`src/rtl/mult_div_unit.sv`:
```
// Multi-cycle signed 32-bit multiply/divide built around a single carry-lookahead adder.
// Optional signed remainder output is enabled by defining MULT_DIV_REMAINDER_EN.

module cl_adder (
    input  logic [31:0] input_a,
    input  logic [31:0] input_b,
    input  logic        subtract_ctrl,
    output logic [31:0] sum,
    output logic        carry_out
);
    logic [31:0] b_eff;
    logic [31:0] g;
    logic [31:0] p;
    logic [32:0] carry;

    assign b_eff    = input_b ^ {32{subtract_ctrl}};
    assign g        = input_a & b_eff;
    assign p        = input_a ^ b_eff;
    assign carry[0] = subtract_ctrl;

    // 4-bit lookahead groups, rippling group carries
    generate
        for (genvar gi = 0; gi < 8; gi++) begin : g_cla
            localparam int B = 4 * gi;
            assign carry[B+1] = g[B] | (p[B] & carry[B]);
            assign carry[B+2] = g[B+1] | (p[B+1] & g[B]) | (p[B+1] & p[B] & carry[B]);
            assign carry[B+3] = g[B+2] | (p[B+2] & g[B+1]) | (p[B+2] & p[B+1] & g[B])
                              | (p[B+2] & p[B+1] & p[B] & carry[B]);
            assign carry[B+4] = g[B+3] | (p[B+3] & g[B+2]) | (p[B+3] & p[B+2] & g[B+1])
                              | (p[B+3] & p[B+2] & p[B+1] & g[B])
                              | (p[B+3] & p[B+2] & p[B+1] & p[B] & carry[B]);
        end
    endgenerate

    assign sum       = p ^ carry[31:0];
    assign carry_out = carry[32];
endmodule

module mult_div_unit #(
    parameter int WIDTH = 32,
    parameter int ITER  = 32
) (
    input  logic             clock,
    input  logic             reset_n,
    input  logic             ctrl_mult,
    input  logic             ctrl_div,
    input  logic [WIDTH-1:0] operand_a,
    input  logic [WIDTH-1:0] operand_b,
`ifdef MULT_DIV_REMAINDER_EN
    output logic [WIDTH-1:0] remainder,
`endif
    output logic [WIDTH-1:0] result,
    output logic             exception,
    output logic             result_ready,
    output logic             busy
);
    localparam logic [1:0] IDLE = 2'd0;
    localparam logic [1:0] MULT = 2'd1;
    localparam logic [1:0] DIV  = 2'd2;
    localparam logic [1:0] DONE = 2'd3;
    localparam int CNT_W = $clog2(ITER);

    logic [1:0]         state_reg;
    logic [CNT_W-1:0]   count_reg;
    logic [2*WIDTH-1:0] acc_reg;
    logic [2*WIDTH-1:0] acc_next;
    logic [WIDTH-1:0]   mag_reg;
    logic               neg_reg;

    logic [WIDTH-1:0] a_mag, b_mag;
    logic [31:0]      adder_a, adder_sum;
    logic             adder_sub, adder_cout;
    logic             start_mult, start_div, div_by_zero, last_iter;
    logic [WIDTH-1:0] signed_low;
    logic             mul_ovf, div_ovf;

    // Magnitude of the most negative value is 0x80000000 as unsigned, so nothing is lost
    assign a_mag = operand_a[WIDTH-1] ? -operand_a : operand_a;
    assign b_mag = operand_b[WIDTH-1] ? -operand_b : operand_b;

    assign start_mult  = (state_reg == IDLE) && ctrl_mult;
    assign start_div   = (state_reg == IDLE) && !ctrl_mult && ctrl_div;
    assign div_by_zero = start_div && (operand_b == '0);
    assign last_iter   = (count_reg == CNT_W'(ITER - 1));

    // Division looks at the remainder after the left shift, multiplication at the upper half
    assign adder_sub = (state_reg == DIV);
    assign adder_a   = adder_sub ? acc_reg[2*WIDTH-2:WIDTH-1] : acc_reg[2*WIDTH-1:WIDTH];

    cl_adder u_adder (
        .input_a       (adder_a),
        .input_b       (mag_reg),
        .subtract_ctrl (adder_sub),
        .sum           (adder_sum),
        .carry_out     (adder_cout)
    );

    always_comb begin
        acc_next = acc_reg;
        if (state_reg == DIV) begin
            // carry_out=1 means no borrow: partial remainder >= divisor, keep the difference
            acc_next = adder_cout ? {adder_sum, acc_reg[WIDTH-2:0], 1'b1}
                                  : {acc_reg[2*WIDTH-2:0], 1'b0};
        end else if (acc_reg[0]) begin
            acc_next = {adder_cout, adder_sum, acc_reg[WIDTH-1:1]};
        end else begin
            acc_next = {1'b0, acc_reg[2*WIDTH-1:1]};
        end
    end

    assign signed_low = neg_reg ? -acc_next[WIDTH-1:0] : acc_next[WIDTH-1:0];
    assign mul_ovf    = neg_reg ? ((|acc_next[2*WIDTH-1:WIDTH])
                                   || (acc_next[WIDTH-1] && (|acc_next[WIDTH-2:0])))
                                : (|acc_next[2*WIDTH-1:WIDTH-1]);
    // Only 0x80000000 / -1 yields a positive quotient magnitude of 2^31
    assign div_ovf    = !neg_reg && acc_next[WIDTH-1];

    always_ff @(posedge clock or negedge reset_n) begin
        if (!reset_n) begin
            state_reg <= IDLE;
            count_reg <= '0;
            acc_reg   <= '0;
            mag_reg   <= '0;
            neg_reg   <= 1'b0;
            result    <= '0;
            exception <= 1'b0;
        end else begin
            case (state_reg)
                IDLE: begin
                    count_reg <= '0;
                    if (start_mult) begin
                        mag_reg   <= a_mag;
                        acc_reg   <= {{WIDTH{1'b0}}, b_mag};
                        neg_reg   <= operand_a[WIDTH-1] ^ operand_b[WIDTH-1];
                        state_reg <= MULT;
                    end else if (div_by_zero) begin
                        result    <= '0;
                        exception <= 1'b1;
                        state_reg <= DONE;
                    end else if (start_div) begin
                        mag_reg   <= b_mag;
                        acc_reg   <= {{WIDTH{1'b0}}, a_mag};
                        neg_reg   <= operand_a[WIDTH-1] ^ operand_b[WIDTH-1];
                        state_reg <= DIV;
                    end
                end
                MULT, DIV: begin
                    acc_reg   <= acc_next;
                    count_reg <= count_reg + 1'b1;
                    if (last_iter) begin
                        result    <= signed_low;
                        exception <= (state_reg == MULT) ? mul_ovf : div_ovf;
                        state_reg <= DONE;
                    end
                end
                default: state_reg <= IDLE;
            endcase
        end
    end

`ifdef MULT_DIV_REMAINDER_EN
    logic rem_neg_reg;

    // Remainder takes the dividend's sign and only changes when a divide completes
    always_ff @(posedge clock or negedge reset_n) begin
        if (!reset_n) begin
            remainder   <= '0;
            rem_neg_reg <= 1'b0;
        end else begin
            if (start_div) rem_neg_reg <= operand_a[WIDTH-1];
            if (div_by_zero) begin
                remainder <= '0;
            end else if (state_reg == DIV && last_iter) begin
                if (div_ovf)          remainder <= '0;
                else if (rem_neg_reg) remainder <= -acc_next[2*WIDTH-1:WIDTH];
                else                  remainder <= acc_next[2*WIDTH-1:WIDTH];
            end
        end
    end
`endif

    assign result_ready = (state_reg == DONE);
    assign busy         = (state_reg != IDLE);
endmodule

```
`config.mk`:
```
export PLATFORM = sky130hd
export DESIGN_NAME = mult_div_unit
export DESIGN_NICKNAME = d
export VERILOG_FILES = /design/src/rtl/mult_div_unit.sv
export SDC_FILE = /design/constraint.sdc
export NUM_CORES = 1
export LEC_CHECK = 0
export ABC_AREA = 1
export CORE_ASPECT_RATIO = 1.25
export CORE_UTILIZATION = 37
export DETAILED_ROUTE_END_ITERATION = 8
export GPL_TIMING_DRIVEN = 0
export RECOVER_POWER = 25
export SETUP_SLACK_MARGIN = 0.15
export SLEW_MARGIN = 20
export SYNTH_ARGS = -nofsm -noshare
export SYNTH_HDL_FRONTEND = slang
export SYNTH_HIERARCHICAL = 1
export SYNTH_SLANG_ARGS = --single-unit
```
`constraint.sdc`:
```
create_clock -name clock -period 4.5 [get_ports clock]
set_input_delay 0.675 -clock clock [delete_from_list [all_inputs] [get_ports clock]]
set_output_delay 0.675 -clock clock [all_outputs]
set_load 0.03 [all_outputs]
```
==> results of run 1 <==
-- cell families after synthesis --
kind of cell	synth area share, %
buffers and inverters	9.63
multiplexers	0.0779
AND/OR/NAND/NOR	38.6
AO/OA/AOI/OAI	13.4
flip-flops	26.7
adder cells (fa/ha/maj)	5.27
XOR/XNOR	6.40
-- timing repair --
item / 4_1_cts / 5_1_grt
endpoints found under the setup margin: 66 / 42
gates cloned: 1 / 1
buffers inserted: 44 / 20
hold buffers: 0 / 0
gates resized for setup: 88 / 65
pin swaps: 28 / 36
-- worst max-delay path by stage --
stage                                   startpoint                     end  cells past startpoint
after floorplan           state_reg[0]$_DFFE_PN0P_  result[26]$_DFFE_PN0P_                     41
after global placement                     reset_n  result[27]$_DFFE_PN0P_                      1
after detailed placement  state_reg[0]$_DFFE_PN0P_   exception$_DFFE_PN0P_                     42
after CTS                 state_reg[0]$_DFFE_PN0P_  result[26]$_DFFE_PN0P_                     40
after global routing      state_reg[0]$_DFFE_PN0P_  result[30]$_DFFE_PN0P_                     39
final                     state_reg[0]$_DFFE_PN0P_  result[18]$_DFFE_PN0P_                     36
-- power by group through the flow --
stage          combinational (W)  clock (W)  sequential, W
4_1_cts                  0.00999    0.00147        0.00220
6_report                  0.0108    0.00146        0.00223
3_3_place_gp             0.00904          0        0.00221
3_5_place_dp             0.00920          0        0.00222
2_1_floorplan            0.00640          0        0.00228
5_1_grt                   0.0118    0.00152        0.00228
-- per-stage QoR --
stage	utilization (%)	hold slack, ns
global route	47.8	0.503
finish	47.8	0.484
CTS	46.5	0.198
detailed placement	42.8	0.464
global placement	42.7	0.468
floorplan	-	0.379
-- area by class of cell --
type / instances / area (um2)
plain buffers: 101 / 688
inverters: 187 / 718
clock buffers: 21 / 470
well taps: 462 / 578
multi-input cells: 1607 / 8610
clock inverters: 11 / 136
fillers: 3457 / 17700
repair buffers: 167 / 1570
flip-flops and latches: 137 / 3430
-- placed cells by master, fill, tap and decap left out, types with 11 or more instances in the layout --
| cell | instances |
|---|---|
| ha_1 | 36 |
| nor2_1 | 150 |
| buf_6 | 17 |
| nand2_1 | 665 |
| clkbuf_1 | 34 |
| dfrtp_1 | 136 |
| o31ai_1 | 32 |
| o21ai_1 | 54 |
| nand2_2 | 25 |
| nand4_1 | 22 |
| clkbuf_16 | 19 |
| o211ai_1 | 11 |
| xor2_1 | 54 |
| buf_2 | 29 |
| clkdlybuf4s50_1 | 99 |
| o21ai_2 | 21 |
| nor2_2 | 16 |
| buf_4 | 63 |
| inv_1 | 173 |
| nand3_1 | 252 |
| o21ai_0 | 70 |
| a21oi_1 | 55 |
| xnor2_1 | 31 |
| a31oi_1 | 11 |
-- metal layers --
| metal | vias up | routed length, um |
|---|---|---|
| met5 | - | 0 |
| met4 | 0 | 2530 |
| met3 | 140 | 2110 |
| met2 | 482 | 25100 |
| met1 | 6660 | 20600 |
| li1 | 6972 | - |
-- worst max-delay path: cells and delay by family, from the launching register on --
| kind | cells | cell delay, ns |
|---|---|---|
| and+or+nand+nor | 20 | 1.54 |
| adders and majority gates | 3 | 0.57 |
| DFF | 1 | 0.39 |
| buffers and inverters | 6 | 0.87 |
| xor gates and xnor gates | 1 | 0.26 |
| AOI/OAI and AO/OA | 6 | 0.80 |
==> results_dict.tcl, run 1 <==
set metrics [dict create \
    status "finished, violations left" \
    violations "max-capacitance violations, max-slew violations, negative setup slack" \
    dr_total_vias 14300 \
    finalNetCount 2336 \
    slowest_stage "dfrtp_1" \
    detail-route-antenna-nets 0 \
    ys_seq_elements 137 \
    total_power_w 0.0145 \
    relSlewSlack_pct -121 \
    syn_area_per_cell_um2 6.33 \
    yosysMostFrequentCell "nand2_1" \
    io_buffers 100 \
    largest_register_ffs 64 \
    grt_pass1_vias 13900 \
    synth_top_area_cell "dfrtp_1" \
    clock_latency_ns 0.44 \
    r2r_cells 36 \
    internal_power_w 0.00670 \
    dr.pass1.iters 6 \
    critPathLaunchType "flip-flop" \
    synthTopCellsByCount "nand2_1, nand3_1, inv_1" \
    wl_per_cell_um 18.7 \
    grt_pass1_wl_um 77100 \
    gr-usage-all-layers_pct 28.4 \
    max_stage_delay_ns 0.39 \
    crit_required_ns 4.81 \
    place.gp.congestion 0.954 \
    synth_cell_type_count 45 \
    grt_antenna_before_repair 0 \
    place_area_um2 14500 \
    cp_max_fo 7 \
    clkPwrFrac_pct 10.1 \
    arrival_ns 4.89 \
    grt.busiest_layer "met2" \
    final_cell_area_um2 16200 \
    fp-row-count 75 \
    use_met2_pct 51.1 \
    ys_top_cells_by_area "dfrtp_1, nand2_1, nand3_1" \
    grt_setup_unrepaired "true" \
    max-vdd-ir-drop_mv 0.380 \
    rrSetupSlack_ns -0.08 \
    cts.reportedPaths.clkPinSlew_ns 0.07 \
    power_frac_seq_pct 15.4 \
    clock-sinks 137 \
    drive_gt1_share_pct 13.0 \
    yosysWarnings 6 \
    wirelength_um 50300 \
    synth.top_cell.area_share_pct 26.7 \
    rr_startpoint "state_reg[0]$_DFFE_PN0P_" \
    criticalPathCategory "reg2reg" \
    drc 0 \
    r2r-end "result[18]$_DFFE_PN0P_" \
    finalWorstSetupSlack_ns -0.0827 \
    syn_nets 2150 \
    dieHeight_um 210 \
    cts-htree-levels 4 \
    setup_violations 10 \
    initial_core_util_pct 38.0 \
    dp_hpwl_um 39900 \
    cts.root.buffer_cell "clkbuf_16" \
    syn_area_um2 12900 \
    worstMarginPinSlew_ns 3.32 \
    core_um2 33900 \
    numCtsBuffers 17 \
    grt_max_degree 71 \
    combPwrFrac_pct 74.5 \
    cts_max_path_buffers 2 \
    swShare_pct 53.7 \
    cap_violations 1 \
    fmax_ghz 0.218 \
    use_met1_pct 33.2 \
    synth_ff_type "dfrtp_1" \
    hold_path_depth 2 \
    area_growth_pct 26.0 \
    holdCritStartpoint "result[30]$_DFFE_PN0P_" \
    syn_inst 2032 \
    hold_violations 0 \
    stdcell_count 2693 \
    ys_seq_area_share_pct 26.7 \
    slew_violations 68 \
    cts_tree "yes" \
    async_flop_share_pct 100 \
    min_path_type "reg2reg" \
    skew_ns 0.0157 \
    dp.cells 2595 \
    dieArea_um2 35500 \
    p_leak_nw 7.60 \
    use_met3_pct 3.12 \
    crit_top_cell "nand2_2" \
    dp_slack_ns -0.971 \
    power.density_nw_per_um2 892 \
    end_kind "flip-flop" \
    io_pins 103 \
    synth_edf_count 0 \
    min_period_ns 4.58 \
    viasPerCell 5.29 \
    period_share_pct 102 \
    setup_tns_ns -0.535 \
    p_switching_w 0.00776 \
    gr-total-overflow 0 \
    drt_first_iter_violations 1290 \
    diodes 0 \
    min_to "result[30]$_DFFE_PN0P_" \
    dieWidth_um 169 \
]
Power figures use the tool's default switching activity.
==> inputs of run 2 (changes only) <==
==> constraint.sdc (replaced) <==
create_clock -name clock -period 5.2 [get_ports clock]
set_input_delay 0.78 -clock clock [delete_from_list [all_inputs] [get_ports clock]]
set_output_delay 0.78 -clock clock [all_outputs]
set_load 0.03 [all_outputs]
==> run 2 against run 1 <==
The flow finishes with violations (max-capacitance violations, max-slew violations). Routed wire length decreased by 3.5%. Utilization decreased by 1.9 points. Highest routed layer unchanged. Maximum frequency decreased by 4.3%. Global-route usage decreased by 0.71 points. Combinational power decreased by 22%. Clock skew decreased by 0.0014 ns. Flip-flop and latch count unchanged.
==> results_dict.tcl, run 2 (synthesis results as in run 1) <==
set metrics [dict create \
    place.gp.congestion 0.963 \
    place_area_um2 14500 \
    dr_total_vias 13900 \
    crit_required_ns 5.53 \
    arrival_ns 5.12 \
    dp.cells 2595 \
    criticalPathCategory "reg2reg" \
    rrSetupSlack_ns 0.41 \
    drt_first_iter_violations 1120 \
    fin_util_pct 45.9 \
    viasPerCell 5.25 \
    layout_common_cells "nand2_1, nand3_1, inv_1" \
    cts.reportedPaths.clkPinSlew_ns 0.07 \
    hold_violations 0 \
    dieWidth_um 169 \
    hold_buffers 0 \
    setup_tns_ns 0 \
    grt_pass1_wl_um 74700 \
    slew_violations 68 \
    gr-usage-all-layers_pct 27.6 \
    grt_antenna_before_repair 0 \
    core_um2 33900 \
    status "finished, violations left" \
    io_buffers 100 \
    drive_gt1_share_pct 9.40 \
    violations "max-capacitance violations, max-slew violations" \
    grt_setup_unrepaired "false" \
    cp_max_fo 8 \
    cts_tree "yes" \
    largest_register_ffs 64 \
    min_path_type "reg2reg" \
    clock_latency_ns 0.44 \
    max_stage_delay_ns 0.40 \
    clock-sinks 137 \
    end_kind "flip-flop" \
    power.density_nw_per_um2 749 \
    gr-total-overflow 0 \
    cts_max_path_buffers 2 \
    setup_violations 0 \
    crit_start "state_reg[0]$_DFFE_PN0P_" \
    final_cell_area_um2 15600 \
    fp-row-count 75 \
    layout_commonest_cell "nand2_1" \
    initial_core_util_pct 38.0 \
    io_pins 103 \
    worstMarginPinSlew_ns 3.73 \
    critPathLaunchType "flip-flop" \
    stdcell_count 2654 \
    detail-route-antenna-nets 0 \
    p_leak_nw 7.35 \
    grt_pass1_vias 13400 \
    dieHeight_um 210 \
    relSlewSlack_pct -148 \
    wl_per_cell_um 18.3 \
    holdCritStartpoint "result[4]$_DFFE_PN0P_" \
    area_growth_pct 21.0 \
    cts-htree-levels 4 \
    numCtsBuffers 17 \
    grt_max_degree 71 \
    rr_startpoint "state_reg[0]$_DFFE_PN0P_" \
    diodes 0 \
    period_share_pct 92.1 \
    dp_hpwl_um 39700 \
    drc 0 \
    slowest_stage "dfrtp_1" \
    max-vdd-ir-drop_mv 0.363 \
    dieArea_um2 35500 \
    crit_top_cell "nand2_1" \
    cap_violations 1 \
    min_period_ns 4.79 \
    dr.pass1.iters 6 \
    cts.root.buffer_cell "clkbuf_16" \
    skew_ns 0.0143 \
    fillCellCount 3546 \
    finalNetCount 2297 \
    fmax_ghz 0.209 \
    wirelength_um 48600 \
]
==> run 2: power breakdown <==
part	switching [W]	internal, W
logic	0.00545	0.00297
clock network	0.000516	0.000809
registers	0.000374	0.00154
total	0.00634	0.00532
==> run 2: routing by layer <==
layer,global-route usage (%),part of all wire (%),vias up
li1,-,-,6899
met1,32.5,41,6445
met2,49.6,49,463
met3,3.14,4.3,123
met4,13.4,5.1,0
met5,0,0,-
==> run 2: final timing paths <==
check                                      endpoint  cells past startpoint
max                          result[16]$_DFFE_PN0P_                     38
min                           result[4]$_DFFE_PN0P_                      2
max reg2reg                  result[16]$_DFFE_PN0P_                     38
min reg2reg                   result[4]$_DFFE_PN0P_                      2
max in group asynchronous  state_reg[1]$_DFFE_PN0P_                      1
min in group asynchronous   acc_reg[41]$_DFFE_PN0P_                      1
==> run 2: area by class of cell <==
type	instances	area, um2	share of cell area, %
Multi-Input combinational cell	1607	8340	53.6
Sequential cell	137	3430	22.0
Timing Repair Buffer	128	1240	8.00
Inverter	187	713	4.58
Buffer	101	627	4.03
Tap cell	462	578	3.72
Clock buffer	19	433	2.78
Clock inverter	13	191	1.23
==> run 2: repair_timing <==
item                                    in CTS  in global routing
endpoints found under the setup margin      51                 31
cloned                                       0                  2
buffers inserted                             7                 18
resized for setup                           28                 64
pin swaps                                    4                 20
==> run 2: worst max-delay path: cells and delay by family, from the launching register on <==
| kind | cells | cell delay (ns) |
|---|---|---|
| XOR/XNOR | 1 | 0.19 |
| AND/OR/NAND/NOR | 22 | 1.94 |
| flip-flops | 1 | 0.40 |
| AO/OA/AOI/OAI | 5 | 0.47 |
| buffers and inverters | 7 | 0.97 |
| adder cells (fa/ha/maj) | 3 | 0.69 |
==> run 2: metrics by stage <==
step / hold slack (ns) / setup slack, ns / power (W)
after floorplan: 0.452 / 0.785 / 0.00749
after global placement: 0.468 / -2.34 / 0.00972
after detailed placement: 0.464 / -0.571 / 0.00982
after CTS: 0.291 / 0.169 / 0.0113
after global routing: 0.511 / 0.112 / 0.0126
final: 0.480 / 0.412 / 0.0117
